$ cat config.mk
export PLATFORM = sky130hd
export DESIGN_NAME = registro_d_4bits
export DESIGN_NICKNAME = d
export VERILOG_FILES = /design/src/rtl/registro_d_4bits.sv
export SDC_FILE = /design/constraint.sdc
export NUM_CORES = 1
export LEC_CHECK = 0
export BUFFER_PORTS_ARGS = -buffer_cell sky130_fd_sc_hd__buf_2
export CAP_MARGIN = 5
export CORE_AREA = 8 8 45 47
export CTS_CLUSTER_SIZE = 40
export DETAILED_ROUTE_END_ITERATION = 8
export DIE_AREA = 0 0 53 55
export GPL_ROUTABILITY_DRIVEN = 0
export PLACE_DENSITY_LB_ADDON = 0.3
export SETUP_SLACK_MARGIN = 0.3
export SYNTH_ARGS = -nofsm -noshare
export SYNTH_HDL_FRONTEND = slang
export SYNTH_SLANG_ARGS = --single-unit
$ cat constraint.sdc
create_clock -name clk -period 0.9 [get_ports clk]
set_input_delay 0.135 -clock clk [delete_from_list [all_inputs] [get_ports clk]]
set_output_delay 0.135 -clock clk [all_outputs]
set_load 0.02 [all_outputs]
$ cat src/rtl/registro_d_4bits.sv
// Parallel-load data register with whole-word load enable.
// Asynchronous active-high reset forces Q to RESET_VALUE.
module registro_d_4bits #(
  parameter int unsigned            WIDTH       = 4,
  parameter logic [WIDTH-1:0]       RESET_VALUE = '0
) (
  input  logic             clk,
  input  logic             rst,
  input  logic             EN,
  input  logic [WIDTH-1:0] D,
  output logic [WIDTH-1:0] Q
);

  logic [WIDTH-1:0] q_q;
  logic [WIDTH-1:0] q_d;

  always_comb begin
    q_d = q_q;
    if (EN) begin
      q_d = D;
    end
  end

  always_ff @(posedge clk or posedge rst) begin
    if (rst) begin
      q_q <= RESET_VALUE;
    end else begin
      q_q <= q_d;
    end
  end

  // Q comes straight from the flops; no input reaches it combinationally.
  assign Q = q_q;

endmodule

After elaboration in Yosys (flattened, before gate mapping)
Cells that the tools add are included.
{"block": "classes", "shifts": 0, "multipliers": 0, "div": 0, "addsub": 0, "n_eq_ne": 0, "mux": 0, "magnitude_cmp": 0, "n_reduce_logical": 0, "n_bitwise": 0}
{"block": "word_totals", "mem_bits_rw": 0, "n_memories": 0, "register_bits": 4, "inputBits": 7, "romBits": 0, "latchBits": 0, "word_cells": 1}

Logic depth before layout (Yosys ltp)
{"block": "logic_depth", "ltp_word": 0, "depth_mapped": 1}

Worst setup path before layout
No wires, ideal clock.
{"block": "synth_path", "path_type": "register -> register", "start": "register Q[0] (netlist name)", "end": "register q_q[0] (netlist: Q[0])", "period_less_slack_ps": 826, "setup_ps": 125, "arrival_time_ps": 701, "n_path_buf": 0, "setup_slack_ps": 74, "path_stages_with_launch": 2, "path_cell_list": "dfrtp_1 mux2_2"}
{"item": "end signal: assignment", "line_no": "28", "source": "q_q <= q_d;"}
{"item": "end: declaration", "line_no": "14", "source": "logic [WIDTH-1:0] q_q;"}

Final worst setup path
{"block": "layout_path", "start": "register q_q[1] (netlist: Q[1])", "end": "output Q[1]"}
{"item": "end: declaration", "line_no": "11", "source": "output logic [WIDTH-1:0] Q"}
No word-level cell between the ends.

==> reports/metrics.cfg <==
[status]
status=complete, no violations

[sta]
finalHoldViolCount=0
tightest_slew_ns=0.155
final.setup_skew_ns=0
period_minus_slack_ns=0.898
max_slew_margin_pct=89.6
rsz0062_at_grt=true
setup_violations=0
fmax_mhz=1110
period_share_pct=99.8
finalSetupTns_ns=0
maxSlewViolCount=0

[layout]
multi_input_area_um2=45.0
area_growth_pct=89.1
fillCellCount=147
finish.instance_area_um2=282
fin_cells=39
regArea_um2=105
diodes=0
largest_reg_flops=4
nNetsFinal=32
drive_gt1_share_pct=91.3

[critical_path]
worst-r2r-setup-slack_ns=0.13
endpoint_kind=output port
worstPathRequired_ns=0.76
max_stage_delay_ns=0.40
crit_family=flip-flops
worst-path-buf-inv=1
start_kind=register
cp_slowest_cell=dfrtp_2
crit_fanout=2
critPathArrivalTime_ns=0.76
crit_type=reg2out
r2r-start=Q[0]
r2r_end=Q[0]
crit_path_start=Q[1]
reg2reg_depth=1
path_cells=buf_6

[detailed_routing]
first_pass_iters=1
drtAntennaViolNets=0
vias=126
wirelength_um=417
first_iter_violations=0
drc=0
routedWlPerCell_um=10.7
drt-vias-per-instance=3.23

[yosys]
synthArstFlopShare_pct=100
synth-seq-area-share_pct=67.2
synth_ff_type=dfrtp_1
synth_top_area_share_pct=67.2
syn_area_per_cell_um2=16.5
synth_common_cells=4 x dfrtp_1, 4 x mux2_2, 1 x inv_1
synth_fp_nets=16
synth_edf_count=0
netlist_instances=9
ys_seq_elements=4
synth.distinct_cells=3
synth_top_area_cell=dfrtp_1
yosysWarnings=0
netlist_area_um2=149
synth.area.top_cells=dfrtp_1 67%, mux2_2 30%, inv_1 2.5%

[die]
core_um2=1380
initial_core_util_pct=10.8
fp-row-count=14
dieHeight_um=55
ios=11
die_x_um=53
die_area_um2=2920

[pwr]
power.density_nw_per_um2=1920
cell_internal_pwr_mw=0.413
p_sw_share_pct=23.7
power.switching_mw=0.128
combPwrFrac_pct=19.7
max-vdd-ir-drop_v=0.000315
power_frac_clock_pct=40.7
p_leak_nw=0.130
p_seq_share_pct=39.6

[clocking]
cts_tree=yes
clock-sinks=4
clk_pin_slew_ns=0.04
htreeDepth=1
cts_buffers=3
cts_root_buf=clkbuf_4
clk_latency_ns=0.23
max-clock-path-buffers=2

[worst_hold_path]
hold_end=Q[1]
hold_path.startpoint=D[1]
hold_depth=2
hold_class=in2reg

[place]
postPlaceCellArea_um2=224
io_buffers=10
place_inst=35

[grt]
grt_overflow=0
grt_max_degree=5
antenna_found_initial=0
grt_pass1_vias=147
grt_pass1_wl_um=669
grt_use_total_pct=3.67

[flow_run]
maxCapViolations=0

==> layout make-up <==
cell class,count,share of cell area (%)
Sequential cell,4,37.3
Timing Repair Buffer,11,30.2
Multi-Input combinational cell,4,16.0
Clock buffer,3,8.00
Tap cell,16,7.11
Inverter,1,1.33
==> power groups by stage <==
stage	clock, mW	combinational, mW	sequential [mW]
after floorplan	0	0.0217	0.236
after global placement	0	0.0819	0.211
after detailed placement	0	0.0833	0.212
after CTS	0.234	0.108	0.215
after global routing	0.246	0.114	0.217
final	0.220	0.106	0.214
==> per-layer routing <==
| metal | wire length, µm | up-vias | part of all wire [%] | global-route usage (%) |
|---|---|---|---|---|
| li1 | - | 59 | - | - |
| met1 | 172 | 54 | 41 | 3.52 |
| met2 | 114 | 11 | 27 | 3.13 |
| met3 | 123 | 2 | 29 | 4.28 |
| met4 | 7 | 0 | 1.7 | 5.17 |
| met5 | 0 | - | 0 | 0 |
==> layout by cell type, fill, tap and decap left out <==
| master | synthesis | routed |
|---|---|---|
| buf_6 | 0 | 4 |
| inv_1 | 1 | 1 |
| dlygate4sd3_1 | 0 | 1 |
| clkbuf_4 | 0 | 3 |
| mux2_2 | 4 | 4 |
| dfrtp_2 | 0 | 4 |
| buf_2 | 0 | 6 |
==> timing repair <==
action / in CTS / in global routing
hold endpoints to repair: 4 / 0
setup buffers: 0 / 0
gates resized for setup: 8 / 0
hold buffers: 1 / 0
pin swaps: 0 / 0
setup endpoints to repair: 8 / 8
==> how the worst max path moves through the flow <==
stage                      end  slack [ns]  depth (start not counted)
final                     Q[1]       0.002                          1
after global routing      Q[1]       -0.02                          1
after CTS                 Q[1]       -0.01                          1
after detailed placement  Q[0]        0.14                          1
after global placement    Q[1]        0.15                          1
after floorplan           Q[0]        0.09                          1
==> cell families (layout without fill, tap and decap cells) <==
kind of cell	Yosys count	after routing	synth area share, %
mux	4	4	30.2
flops	4	4	67.2
buf+inv	1	15	2.52
==> metrics by stage <==
stage / hold WS [ns] / util, % / worst slack (ns) / total power, mW
finish: 0.138 / 20.3 / 0.00169 / 0.541
global route: 0.139 / 20.3 / -0.0222 / 0.577
CTS: 0.130 / 20.3 / -0.0135 / 0.557
detailed placement: 0.0257 / 16.2 / 0.140 / 0.296
global placement: 0.0145 / 16.2 / 0.149 / 0.293
floorplan: -0.0989 / - / 0.0867 / 0.258
No activity file was read; power rests on OpenSTA's default activity.
